===== src/rtl/ib_dnu_hd_lut_pp.sv =====
// ---------------------------------------------------------------------------
// ib_dnu_hd_lut_pp
//
// Multi-lane decision-node hard-decision stage with a ping-pong LUT.
// Every lane builds a symmetric LUT address from its t message and its last
// C2V message, optionally transposed. The lanes read the active LUT page
// while the host fills the shadow page. A guarded swap handshake exchanges
// the pages. Each sample carries the page tag it was captured with, so
// samples already in the pipeline finish on their original page.
//
// Parameters
//   QUAN_SIZE  message width; each page holds 2^(2*QUAN_SIZE) one-bit entries
//   LANE_NUM   number of parallel lanes (1..16)
//   WR_WIDTH   LUT bits per host write word (power of two)
//
// Ports
//   read_clk     sole clock, rising edge
//   rstn         asynchronous reset, active low
//   in_valid     lane inputs valid this cycle
//   t_in         per-lane t message, lane i at [i*QUAN_SIZE +: QUAN_SIZE]
//   c2v_in       per-lane last C2V message, same packing as t_in
//   tran_en      per-lane transpose enable
//   hd_out       per-lane hard decision (0 while out_valid is low)
//   out_valid    hd_out valid
//   out_page     page that produced the current hd_out
//   wr_en        shadow-page write strobe
//   wr_addr      shadow word address
//   wr_data      LUT word; bit k holds entry (wr_addr*WR_WIDTH + k)
//   shadow_full  shadow page completely loaded, swap permitted
//   swap_req     level request to make the shadow page active
//   swap_ack     one-cycle pulse following an executed swap
//   active_page  page currently read by newly captured samples
// ---------------------------------------------------------------------------
module ib_dnu_hd_lut_pp #(
    parameter  int QUAN_SIZE = 4,
    parameter  int LANE_NUM  = 4,
    parameter  int WR_WIDTH  = 8,
    localparam int ENTRY_W   = 2 * QUAN_SIZE,
    localparam int ENTRY_NUM = 1 << ENTRY_W,
    localparam int WORD_NUM  = ENTRY_NUM / WR_WIDTH,
    localparam int WR_SHIFT  = $clog2(WR_WIDTH),
    localparam int WR_ADDR_W = ((ENTRY_W - WR_SHIFT) < 1) ? 1 : (ENTRY_W - WR_SHIFT)
) (
    input  logic                          read_clk,
    input  logic                          rstn,
    input  logic                          in_valid,
    input  logic [LANE_NUM*QUAN_SIZE-1:0] t_in,
    input  logic [LANE_NUM*QUAN_SIZE-1:0] c2v_in,
    input  logic [LANE_NUM-1:0]           tran_en,
    output logic [LANE_NUM-1:0]           hd_out,
    output logic                          out_valid,
    output logic                          out_page,
    input  logic                          wr_en,
    input  logic [WR_ADDR_W-1:0]          wr_addr,
    input  logic [WR_WIDTH-1:0]           wr_data,
    output logic                          shadow_full,
    input  logic                          swap_req,
    output logic                          swap_ack,
    output logic                          active_page
);

    // -----------------------------------------------------------------------
    // Page control
    // -----------------------------------------------------------------------
    typedef enum logic {
        SH_LOADING,
        SH_FULL
    } shadow_state_t;

    shadow_state_t shadow_state;
    shadow_state_t shadow_state_next;

    logic swap_fire;
    logic last_write;
    logic addr_in_range;
    logic active_page_next;
    logic write_page;

    // Padded address bits can reach past the last word; such writes are dropped.
    assign addr_in_range = ({1'b0, wr_addr} < (WR_ADDR_W + 1)'(WORD_NUM));

    always_comb begin
        swap_fire         = 1'b0;
        last_write        = 1'b0;
        active_page_next  = active_page;
        shadow_state_next = shadow_state;

        swap_fire        = swap_req && (shadow_state == SH_FULL);
        last_write       = wr_en && (wr_addr == WR_ADDR_W'(WORD_NUM - 1));
        active_page_next = active_page ^ swap_fire;

        // A final-word write on the swap edge belongs to the new shadow page,
        // so it wins over the clear caused by the swap.
        if (last_write) begin
            shadow_state_next = SH_FULL;
        end else if (swap_fire) begin
            shadow_state_next = SH_LOADING;
        end
    end

    // Writes target the page that will be shadow after this edge.
    assign write_page  = ~active_page_next;
    assign shadow_full = (shadow_state == SH_FULL);

    always_ff @(posedge read_clk or negedge rstn) begin
        if (!rstn) begin
            shadow_state <= SH_LOADING;
            active_page  <= 1'b0;
            swap_ack     <= 1'b0;
        end else begin
            shadow_state <= shadow_state_next;
            active_page  <= active_page_next;
            swap_ack     <= swap_fire;
        end
    end

    // -----------------------------------------------------------------------
    // LUT storage: two flat pages, one bit per entry, never reset
    // -----------------------------------------------------------------------
    logic [ENTRY_NUM-1:0] lut_mem [2];
    logic [ENTRY_W-1:0]   wr_base;

    assign wr_base = ENTRY_W'(wr_addr) << WR_SHIFT;

    always_ff @(posedge read_clk) begin
        if (wr_en && addr_in_range) begin
            lut_mem[write_page][wr_base +: WR_WIDTH] <= wr_data;
        end
    end

    // -----------------------------------------------------------------------
    // Address formation
    // -----------------------------------------------------------------------
    logic [LANE_NUM-1:0][ENTRY_W-1:0] lane_addr;

    always_comb begin
        lane_addr = '0;
        for (int unsigned i = 0; i < LANE_NUM; i++) begin
            if (tran_en[i]) begin
                lane_addr[i] = {c2v_in[i*QUAN_SIZE +: QUAN_SIZE], t_in[i*QUAN_SIZE +: QUAN_SIZE]};
            end else begin
                lane_addr[i] = {t_in[i*QUAN_SIZE +: QUAN_SIZE], c2v_in[i*QUAN_SIZE +: QUAN_SIZE]};
            end
        end
    end

    // -----------------------------------------------------------------------
    // Stage 0: capture valid, addresses and the page tag
    // -----------------------------------------------------------------------
    logic                             s0_valid;
    logic                             s0_page;
    logic [LANE_NUM-1:0][ENTRY_W-1:0] s0_addr;

    always_ff @(posedge read_clk or negedge rstn) begin
        if (!rstn) begin
            s0_valid <= 1'b0;
            s0_page  <= 1'b0;
            s0_addr  <= '0;
        end else begin
            s0_valid <= in_valid;
            s0_page  <= active_page;
            s0_addr  <= lane_addr;
        end
    end

    // -----------------------------------------------------------------------
    // Stage 1: LUT read on the tagged page
    // -----------------------------------------------------------------------
    // The read samples memory before this edge's write lands, so a colliding
    // write is seen only by later samples.
    logic [LANE_NUM-1:0] rd_bits;

    always_comb begin
        rd_bits = '0;
        for (int unsigned i = 0; i < LANE_NUM; i++) begin
            rd_bits[i] = lut_mem[s0_page][s0_addr[i]];
        end
    end

    always_ff @(posedge read_clk or negedge rstn) begin
        if (!rstn) begin
            out_valid <= 1'b0;
            out_page  <= 1'b0;
            hd_out    <= '0;
        end else begin
            out_valid <= s0_valid;
            hd_out    <= s0_valid ? rd_bits : '0;
            if (s0_valid) begin
                out_page <= s0_page;
            end
        end
    end

endmodule


===== config.mk =====
export PLATFORM = sky130hd
export DESIGN_NAME = ib_dnu_hd_lut_pp
export DESIGN_NICKNAME = d
export VERILOG_FILES = /design/src/rtl/ib_dnu_hd_lut_pp.sv
export SDC_FILE = /design/constraint.sdc
export NUM_CORES = 1
export LEC_CHECK = 0
export CAP_MARGIN = 25
export CORE_ASPECT_RATIO = 1.75
export CORE_MARGIN = 5
export CORE_UTILIZATION = 60
export DETAILED_ROUTE_END_ITERATION = 7
export MAX_ROUTING_LAYER = met4
export PLACE_DENSITY_LB_ADDON = 0.1
export SLEW_MARGIN = 5
export SYNTH_ARGS = -nofsm -noshare
export SYNTH_HDL_FRONTEND = slang
export SYNTH_SLANG_ARGS = --single-unit
export TNS_END_PERCENT = 10

===== constraint.sdc =====
create_clock -name read_clk -period 8.02 [get_ports read_clk]
set_input_delay 1.604 -clock read_clk [delete_from_list [all_inputs] [get_ports read_clk]]
set_output_delay 1.604 -clock read_clk [all_outputs]
set_load 0.005 [all_outputs]

# ---- Word level (Yosys, flattened, before mapping)
# Memories as Yosys holds them, arrays and structs flattened.
# Cells that the tools add are included.
dict set report totals {
  mem_bits_rw 512
  output_inout_bits 9
  elab_cells 43
  inputBits 54
  register_bits 43
  mem_count 1
}
dict set report classes {
  mux 17
  n_lt_le_gt_ge 4
  n_eq_ne 1
  bitwise_logic 2
  addsub 1
  reduce_logical 3
  shifts 2
}
# name depth word_bits rd rd_clocked_by_memory_dff write_ports line
set memory_table {}
lappend memory_table {lut_mem 2 256 1 0 1 120} ;# logic [ENTRY_NUM-1:0] lut_mem [2];
# cell count
set op_table {}
lappend op_table {{$mux W256} 1}
lappend op_table {{$shift A8 B10 Y256 const A} 1}
lappend op_table {{$shiftx A8 B10 Y256} 1}
lappend op_table {{$lt A8 B9 Y1 const B} 4}
lappend op_table {{$bmux W1 S8} 4}
lappend op_table {{$mux W8} 4}
lappend op_table {{$neg A8 Y10} 1}
lappend op_table {{$mux W1} 7}
lappend op_table {{$eq A5 B5 Y1 const B} 1}
lappend op_table {{$mux W4} 1}
lappend op_table {{$logic_and A1 B1 Y1} 2}
lappend op_table {{$reduce_bool A2 Y1} 1}
lappend op_table {{$not A1 Y1} 1}
lappend op_table {{$xor A1 B1 Y1} 1}

# ---- Longest topological paths before layout
# Gate-level depths: netlist of run 1.
# An unclocked memory read counts as a cell.
dict set report logic_depth {
  depth_word 4
  mapped_depth 12
}

# ---- Worst setup path after synthesis of run 1
# No wires, ideal clock.
dict set report synth_timing {
  path_kind {input-to-reg}
  startpoint {input port wr_addr[0]}
  endpoint {memory lut_mem[1][224] (netlist name), enable pin}
  path_buffers 2
  cell_stages 8
  slack_ns 3.880
  arrival_ns 3.769
  setup_time_ns 0.370
  path_cell_list {clkbuf_1 -> inv_1 -> ha_1 -> xor2_1 -> nor4_1 -> nand2_1 -> clkbuf_1 -> nor2_1}
}
dict set report synth_via {
  elab_chain_len 3
}
# element line
set synth_rtl {}
lappend synth_rtl {{start: declaration} 54} ;# input logic [WR_ADDR_W-1:0] wr_addr,
lappend synth_rtl {{$neg A8 Y10} 127} ;# lut_mem[write_page][wr_base +: WR_WIDTH] <= wr_data;
lappend synth_rtl {{$shift A8 B10 Y256} 127}
lappend synth_rtl {{$mux W256 (not written as such)} 127}
lappend synth_rtl {{end: declaration} 120}
# No other way between the ends.

# ---- Worst setup path in the final report of run 1
dict set report layout_timing {
  startpoint {input port wr_addr[0]}
  endpoint {memory lut_mem[0][62] (netlist name), enable pin}
}
# The elaborated chain is that of the path after synthesis.

==> results.txt, run 1 <==
The standby leakage power came out at 12.98 nW. The number of cells traversed by the worst register-to-register path is 8. The library cell used most frequently in the layout, excluding fill and tap cells, is sky130_fd_sc_hd__mux4_2.

The via-per-instance ratio is 7.889. The die extent in x is 194.8 µm. The initial antenna violation count came out at 5. After clock tree synthesis, the clock-pin slew on the worst setup and hold paths is roughly 70 ps. The total of flip-flops plus latches after synthesis came out at 555. The number of global-route vias before repair is between 20000 and 25000. In the global route stage, overall resource usage came out at 0.3860. The deepest clock path buffer count came out at 3. The final reports fail on DRC. The master of the slowest instance on the critical path is sky130_fd_sc_hd__clkdlybuf4s50_1.

The routability congestion estimate from global placement came out at 1.150. Timing would allow up to 206.1 MHz. The maximum fanout along the worst path came out at 14. The number of endpoints with negative hold slack in the final report is 0.

Of the synthesized area, sequential elements account for 0.4587. The data arrival time of the critical path is 5110 ps. The final cycle utilization of the critical path came out at 0.6051. The worst slack at placement came out at 2500 ps. The filler cells instantiated in the layout total 4182. The number of clock buffers inserted by TritonCTS is 50.

The number of setup buffers added after CTS is 0. Clock skew on the completed layout was measured at 23.93 ps. In this design, the stage delay of the slowest critical-path cell is ~730 ps. The placed cell area came out at 0.03692 mm².

The count of warnings emitted by yosys came out at 0. The first-pass iteration count of the detailed router is 8. The most critical setup path has its startpoint at wr_addr[0]. The maximum number of pins on one net before global-route repair came out at 109.

The insertion delay of the later-clocked pin in the worst-skew pair came out at ~630 ps. The number of H-tree levels came out at 2. The gate count after technology mapping is 2336.

The proportion of layout cells with a drive suffix above 1 came out at 0.3272. The power density of the placed cells came out at between 200 and 250 mW/mm². The total number of nets in the final design is 2362. Detailed placement finished with a half-perimeter wire length of 87.02 mm.

The final global-route overflow total is 0. The count of port buffers added during placement is 62. The wire length per cell after detailed routing is 38.82 µm.

The total vias in the final route is 24699. 63 I/O pins were placed. The count of standard-cell rows is roughly 120. In this run the critical register-to-register path is launched from s0_page$_DFF_PN0_. The cell area after synthesis came out at 0.03586 mm². For the finished layout, the period the worst path requires is around 4900 ps. Yosys mapped a number of flops with a built-in enable equal to 512. The count of routing violations after the opening detailed-route iteration is 3394. Clock tree synthesis found a total of 555 sinks. The startpoint identified for the worst hold timing path is active_page$_DFF_PN0_.

The type of the tightest min-delay check is flip-flop to flip-flop. For this configuration, the core starts out at a cell density of 0.6058. For this run, the leading register cell type out of synthesis is sky130_fd_sc_hd__edfxtp_1. The CTS root buffer is sky130_fd_sc_hd__clkbuf_16. The floorplan core area is ~0.059 mm². The worst setup path is launched from an input port. The post-route non-filler standard cell count is around 3100.

The share of synthesized registers carrying an async set or reset is 0.07748. The number of DRC violations after detailed routing came out at 1. The worst hold path stage count came out at 0. In this run, distinct cell masters in the synthesized netlist total 61. Headroom to the max-slew limit came out at 0.3086. Wires add up to 121.6 mm. The smallest setup slack after layout is 3167 ps. The number of hold-repair buffers added at the cts stage is 0. Adding up every negative setup slack in the final design gives 0 ps. Traced cell by cell, the critical path runs through clkdlybuf4s50_1 > inv_1 > ha_1 > o21ai_0 > o21a_1 > nand3_1 > buf_4 > nor2_1. The final standard cell area without fillers is 0.03872 mm². Setup violations remaining at the end of the flow were counted as 0. The area growth from synthesis to layout is 7.958%.

Setup repair after global routing left no endpoint under its margin. The library cells used most frequently in the layout, excluding fill and tap cells, are sky130_fd_sc_hd__mux4_2, sky130_fd_sc_hd__edfxtp_1, sky130_fd_sc_hd__nor2_1. The tool flagged a number of max-cap violations equal to 0. Across the VDD grid, the largest voltage drop is between 0.0003 and 0.0004 V. The type of element capturing the critical path is a flip-flop.

The slack of the worst reg-to-reg path is ~3200 ps. TritonCTS built the clock tree. The global-route wire length before repair is 173.4 mm. Measured along the y axis, the die boundary spans around 330 µm. The synthesized netlist net count came out at 2395.

Measured on the finished design, the core utilization comes to 0.6540. STA puts the critical path data required time at 8280 ps. The number of instances in the placed design is 3027. The number of cells upsized or downsized after cts is 0.

The setup path with the least slack is of type input port to flip-flop. The remaining antenna violation count after routing is 0. The worst hold slack after final layout came out at approximately 460 ps. Averaged over all synthesized cells, the footprint is ~15 µm².

The die area is 0.06495 mm². The final-report max-slew violation count is 0. The post-route total power came out at between 9 and 10 mW. The slew of the pin with the lowest slew margin is a little over 1000 ps. The flow ran to the end, but the final reports show violations.
==> registers in the layout, summed over array words and instances (netlist names) <==
register and count:
active_page 1, lut_mem 512, s0_addr 32, out_valid 1, shadow_full 1, s0_valid 1, s0_page 1, hd_out 4
swap_ack 1, out_page 1
==> final cells by class <==
type,instances,area (µm²),share of cell area
Multi-Input combinational cell,1553,18260,0.4715
Antenna cell,7,17.52,0.0004524
Timing Repair Buffer,126,1207,0.03119
Clock inverter,38,375.4,0.009695
Clock buffer,55,1334,0.03445
Sequential cell,555,16490,0.4258
Inverter,17,63.81,0.001648
Tap cell,780,975.9,0.02521
==> kinds of logic after synthesis <==
kind of cell               Yosys count  synth area share
AOI/OAI and AO/OA                  175           0.03471
muxes                              720            0.3891
adders and majority gates            5          0.001744
xor gates and xnor gates             5          0.001221
DFF                                555            0.4587
buffers and inverters              228           0.03252
and+or+nand+nor                    648           0.08202
==> cells in the mapped netlist, types with 7 or more instances <==
| library cell | instances | area share |
|---|---|---|
| sky130_fd_sc_hd__mux4_2 | 533 | 0.33 |
| sky130_fd_sc_hd__edfxtp_1 | 512 | 0.43 |
| sky130_fd_sc_hd__nor2_1 | 302 | 0.032 |
| sky130_fd_sc_hd__nand2_1 | 126 | 0.013 |
| sky130_fd_sc_hd__mux2i_1 | 125 | 0.035 |
| sky130_fd_sc_hd__clkbuf_1 | 90 | 0.0094 |
| sky130_fd_sc_hd__and2_1 | 64 | 0.011 |
| sky130_fd_sc_hd__mux2_2 | 62 | 0.019 |
| sky130_fd_sc_hd__buf_2 | 50 | 0.0070 |
| sky130_fd_sc_hd__nand3_1 | 50 | 0.0070 |
| sky130_fd_sc_hd__a22oi_1 | 48 | 0.010 |
| sky130_fd_sc_hd__dfrtp_1 | 43 | 0.030 |
| sky130_fd_sc_hd__buf_4 | 34 | 0.0071 |
| sky130_fd_sc_hd__o22ai_1 | 22 | 0.0038 |
| sky130_fd_sc_hd__buf_1 | 21 | 0.0022 |
| sky130_fd_sc_hd__a21oi_1 | 19 | 0.0027 |
| sky130_fd_sc_hd__nor2b_1 | 19 | 0.0033 |
| sky130_fd_sc_hd__o21ai_0 | 18 | 0.0025 |
| sky130_fd_sc_hd__nand2b_1 | 17 | 0.0030 |
| sky130_fd_sc_hd__and3_1 | 16 | 0.0028 |
| sky130_fd_sc_hd__buf_6 | 16 | 0.0050 |
| sky130_fd_sc_hd__inv_1 | 15 | 0.0016 |
| sky130_fd_sc_hd__nor3_1 | 14 | 0.0020 |
| sky130_fd_sc_hd__a211oi_1 | 11 | 0.0023 |
| sky130_fd_sc_hd__a221oi_1 | 9 | 0.0022 |
| sky130_fd_sc_hd__nor4_1 | 9 | 0.0016 |
| sky130_fd_sc_hd__a31oi_1 | 8 | 0.0014 |
| sky130_fd_sc_hd__o211ai_1 | 7 | 0.0015 |
==> report_power, final <==
part / internal, mW / total [mW] / switching (mW)
sequential: 3.17 / 3.33 / 0.158
combinational: 1.78 / 3.54 / 1.76
clock: 1.38 / 2.50 / 1.12
==> per-layer routing <==
metal	vias up	GRT usage	part of all wire
li1	9633	-	-
met1	12573	0.4261	0.29
met2	1917	0.6290	0.50
met3	576	0.07494	0.11
met4	0	0.2746	0.098
met5	-	-	0
==> path summary, 6_finish.rpt <==
check / end
setup / recovery: lut_mem[0][62]$_DFFE_PP_
hold / removal: s0_page$_DFF_PN0_
setup reg to reg: hd_out[3]$_DFF_PN0_
hold reg to reg: s0_page$_DFF_PN0_
max in group asynchronous: s0_addr[10]$_DFF_PN0_
min in group asynchronous: s0_addr[24]$_DFF_PN0_
==> worst max-delay path, delay by kind of cell <==
kind | cells | cell delay (ps)
and+or+nand+nor | 2 | 1210
AOI/OAI and AO/OA | 2 | 700
adders and majority gates | 1 | 240
buffers and inverters | 3 | 1340
No activity file was read; power rests on OpenSTA's default activity.
==> run 2, diff against run 1 <==
==> constraint.sdc (replaced) <==
create_clock -name read_clk -period 4.72 [get_ports read_clk]
set_input_delay 0.944 -clock read_clk [delete_from_list [all_inputs] [get_ports read_clk]]
set_output_delay 0.944 -clock read_clk [all_outputs]
set_load 0.005 [all_outputs]
==> run 2 against run 1 <==
Against the previous run: the flow now finishes without violations; clock-buffer cell count rose by 7; register-to-register slack got worse by 2300 ps; core utilization rose by 1.3 points; clock skew fell by 6.2 ps; first-iteration DRC count rose by 5.9%; worst hold slack got worse by 190 ps; power rose by 76%.
==> results.txt, run 2 (synthesized netlist as in run 1, its figures left out) <==
The number of setup buffers added after CTS came out at 0 (unchanged). The via-per-instance ratio is 7.829 (was 7.889). The sum of net half-perimeters after detailed placement is 95.05 mm (was 87.02 mm).

The number of endpoints with negative hold slack in the final report came out at 0 (unchanged). The type of the worst setup path is flip-flop to flip-flop (was input port to flip-flop). The smallest setup slack after layout is 886.6 ps (was 3167 ps). The leading cell type in the layout, fill and taps excluded is sky130_fd_sc_hd__mux4_2 (unchanged). The critical path depth is 8 (unchanged). The all-layer global routing usage is 0.4055 (was 0.3860). The deepest clock path buffer count came out at 3 (unchanged).

The count of standard-cell rows is 118 (unchanged). The worst IR drop on VDD is 0.0004552 V (was 0.0003644 V). The number of buffer and inverter instances along the worst setup path is 1 (was 3). The end of the critical path was hd_out[0]$_DFF_PN0_ (was lut_mem[0][62]$_DFFE_PP_).

The startpoint kind of the worst setup timing path was a flip-flop (was input port). The number of hold-repair buffers added at the cts stage was 0 (unchanged). The standby leakage power came out at 13.40 nW (was 12.98 nW). The clock sink count is 555 (unchanged).

Largest registers: lut_mem (512), s0_addr (32), hd_out (4) (unchanged). The clock transition at the register clock pins on the worst setup and hold paths after CTS came out at 60 ps (was 70 ps). The wire length per cell after detailed routing is 39.93 µm (was 38.82 µm). The number of H-tree levels was 2 (unchanged). Unrepaired setup endpoints after global routing: no (unchanged).

The insertion delay of the later-clocked pin in the worst-skew pair is 630 ps (about the same). The count of final setup violators came out at 0 (unchanged). The critical path startpoint is s0_page$_DFF_PN0_ (was wr_addr[0]).

The post-synthesis to final-layout area growth came to 10.06% (was 7.958%). The power density of the placed cells came out at 418.4 mW/mm² (was 241.9 mW/mm²). Crit path cell chain: buf_12 > mux4_2 > mux4_2 > o22ai_1 > nor2_1 > a31oi_1 > o21ai_1 > a32o_1 (was clkdlybuf4s50_1 > inv_1 > ha_1 > o21ai_0 > o21a_1 > nand3_1 > buf_4 > nor2_1). The slew of the pin with the lowest slew margin came out at 1101 ps (was 1032 ps). The aggregate routed wire length is 127.9 mm (was 121.6 mm). The max-cap check violation count came out at 0 (unchanged). The post-route total power came out at 16.51 mW (was 9.366 mW). The TritonCTS clock tree is done (unchanged).

The final cycle utilization of the critical path came out at 0.8122. The launching point of the worst reg2reg path is s0_page$_DFF_PN0_ (unchanged). The initial standard-cell utilization of the core is 0.6058 (unchanged). The number of cells upsized or downsized after cts was 0 (unchanged). The number of cells traversed by the worst register-to-register path is 8 (unchanged). The remaining antenna violation count after routing is 0 (unchanged). The number of global-route vias before repair came out at 25492 (was 24818).

The final-report max-slew violation count came to 0 (unchanged). The gate family responsible for the most delay along the worst path is compound AO/OA/AOI/OAI gates (was buffers and inverters). The final global-route overflow total is 0 (unchanged). The type of element capturing the critical path was a flip-flop (unchanged).

The type of the tightest min-delay check is input port to asynchronous set/reset pin (was flip-flop to flip-flop). The global-route wire length before repair was 180.0 mm (was 173.4 mm). The data arrival time of the critical path is 4340 ps (was 5110 ps).

The total vias in the final route came out at 25075 (was 24699). The number of clock buffers inserted by TritonCTS is 51 (was 50). The die area came out at 0.06495 mm² (unchanged). The worst slack at placement is 567.6 ps (was 2500 ps). The count of port buffers added during placement was 62 (unchanged). The delay contributed by the slowest stage of the critical path was 910 ps (was 730 ps). The number of DRC violations after detailed routing is 0 (was 1). The top register by number of flip-flops was lut_mem (unchanged). The maximum number of pins on one net before global-route repair came to 57 (was 109). The maximum fanout along the worst path is 35 (was 14). The master of the slowest instance on the critical path is sky130_fd_sc_hd__dfrtp_4 (was sky130_fd_sc_hd__clkdlybuf4s50_1). The total number of nets in the final design was 2433 (was 2362). Highest-count cells in the layout ignoring fill and taps: sky130_fd_sc_hd__mux4_2, sky130_fd_sc_hd__edfxtp_1, sky130_fd_sc_hd__nor2_1 (unchanged). The most used cell along the critical path is sky130_fd_sc_hd__mux4_2.

The height of the chip came out at 333.4 µm (unchanged). The count of routing violations after the opening detailed-route iteration is 3594 (was 3394). The worst-case clock skew came out at 17.76 ps (was 23.93 ps). The terminus of the critical flop-to-flop path is hd_out[0]$_DFF_PN0_ (was hd_out[3]$_DFF_PN0_). Result of the run: complete, no violations (was complete, but fails checks). The relative slew slack came out at 0.2583 (was 0.3086). The first-pass iteration count of the detailed router is 5 (was 8).

The initial antenna violation count is 9 (was 5). The critical path data required time is 5230 ps (was 8280 ps). The routability congestion estimate from global placement came out at 1.057 (was 1.150). The worst hold slack after final layout was 269.3 ps (was 460.3 ps). The die extent in x is 194.8 µm (unchanged). The CTS root buffer is sky130_fd_sc_hd__clkbuf_16 (unchanged). The shortest period the worst path allows came out at about 3800 ps. The setup total negative slack is 0 ps (unchanged). The floorplan core area came out at 0.05920 mm² (unchanged). The slack of the worst reg-to-reg path is 890 ps (was 3230 ps).

The count of boundary I/O pins came out at 63 (unchanged). The timing-limited maximum frequency came out at 260.9 MHz. The proportion of layout cells with a drive suffix above 1 came out at 0.3463 (was 0.3272). The number of flip-flops in the largest register is 512 (unchanged).
[run 2: cell type report]
class / count / area, µm²
clock buffer: 62 / 1389
timing repair buffer: 196 / 1861
multi-input combinational: 1553 / 18260
fill: 4105 / 19730
clock inverter: 31 / 416.7
inverter: 17 / 63.81
antenna: 9 / 22.52
sequential: 555 / 16490
tap: 780 / 975.9
[run 2: stage by stage]
stage / instances / cell area, µm² / utilization
floorplan: 2336 / 35860 / -
global placement: 3096 / 37550 / 0.6342
detailed placement: 3099 / 37610 / 0.6353
CTS: 3192 / 39420 / 0.6658
global route: 3201 / 39470 / 0.6666
finish: 3203 / 39470 / 0.6667
[run 2: worst min path at each step]
stage                                from                 endpoint  slack [ps]  cells past startpoint
detailed placement  active_page$_DFF_PN0_        s0_page$_DFF_PN0_         430                      0
floorplan              s0_valid$_DFF_PN0_      out_valid$_DFF_PN0_         350                      0
global route                         rstn  shadow_full$_DFFE_PN0P_         290                      1
global placement    active_page$_DFF_PN0_        s0_page$_DFF_PN0_         420                      0
finish                               rstn     out_page$_DFFE_PN0P_         270                      1
CTS                 active_page$_DFF_PN0_        s0_page$_DFF_PN0_         450                      0
[run 2: power breakdown]
group,switching [mW],internal [mW],leakage (nW),total [mW]
Sequential,0.313,5.39,5.63,5.71
Combinational,3.12,3.21,6.90,6.33
Clock,1.88,2.60,0.870,4.48
Total,5.31,11.2,13.4,16.5
[run 2: metal layers]
layer	up-vias	track usage	part of all wire
met5	-	-	0
li1	9787	-	-
met4	0	0.3086	0.11
met3	625	0.09100	0.11
met1	12777	0.4271	0.28
met2	1886	0.6629	0.50
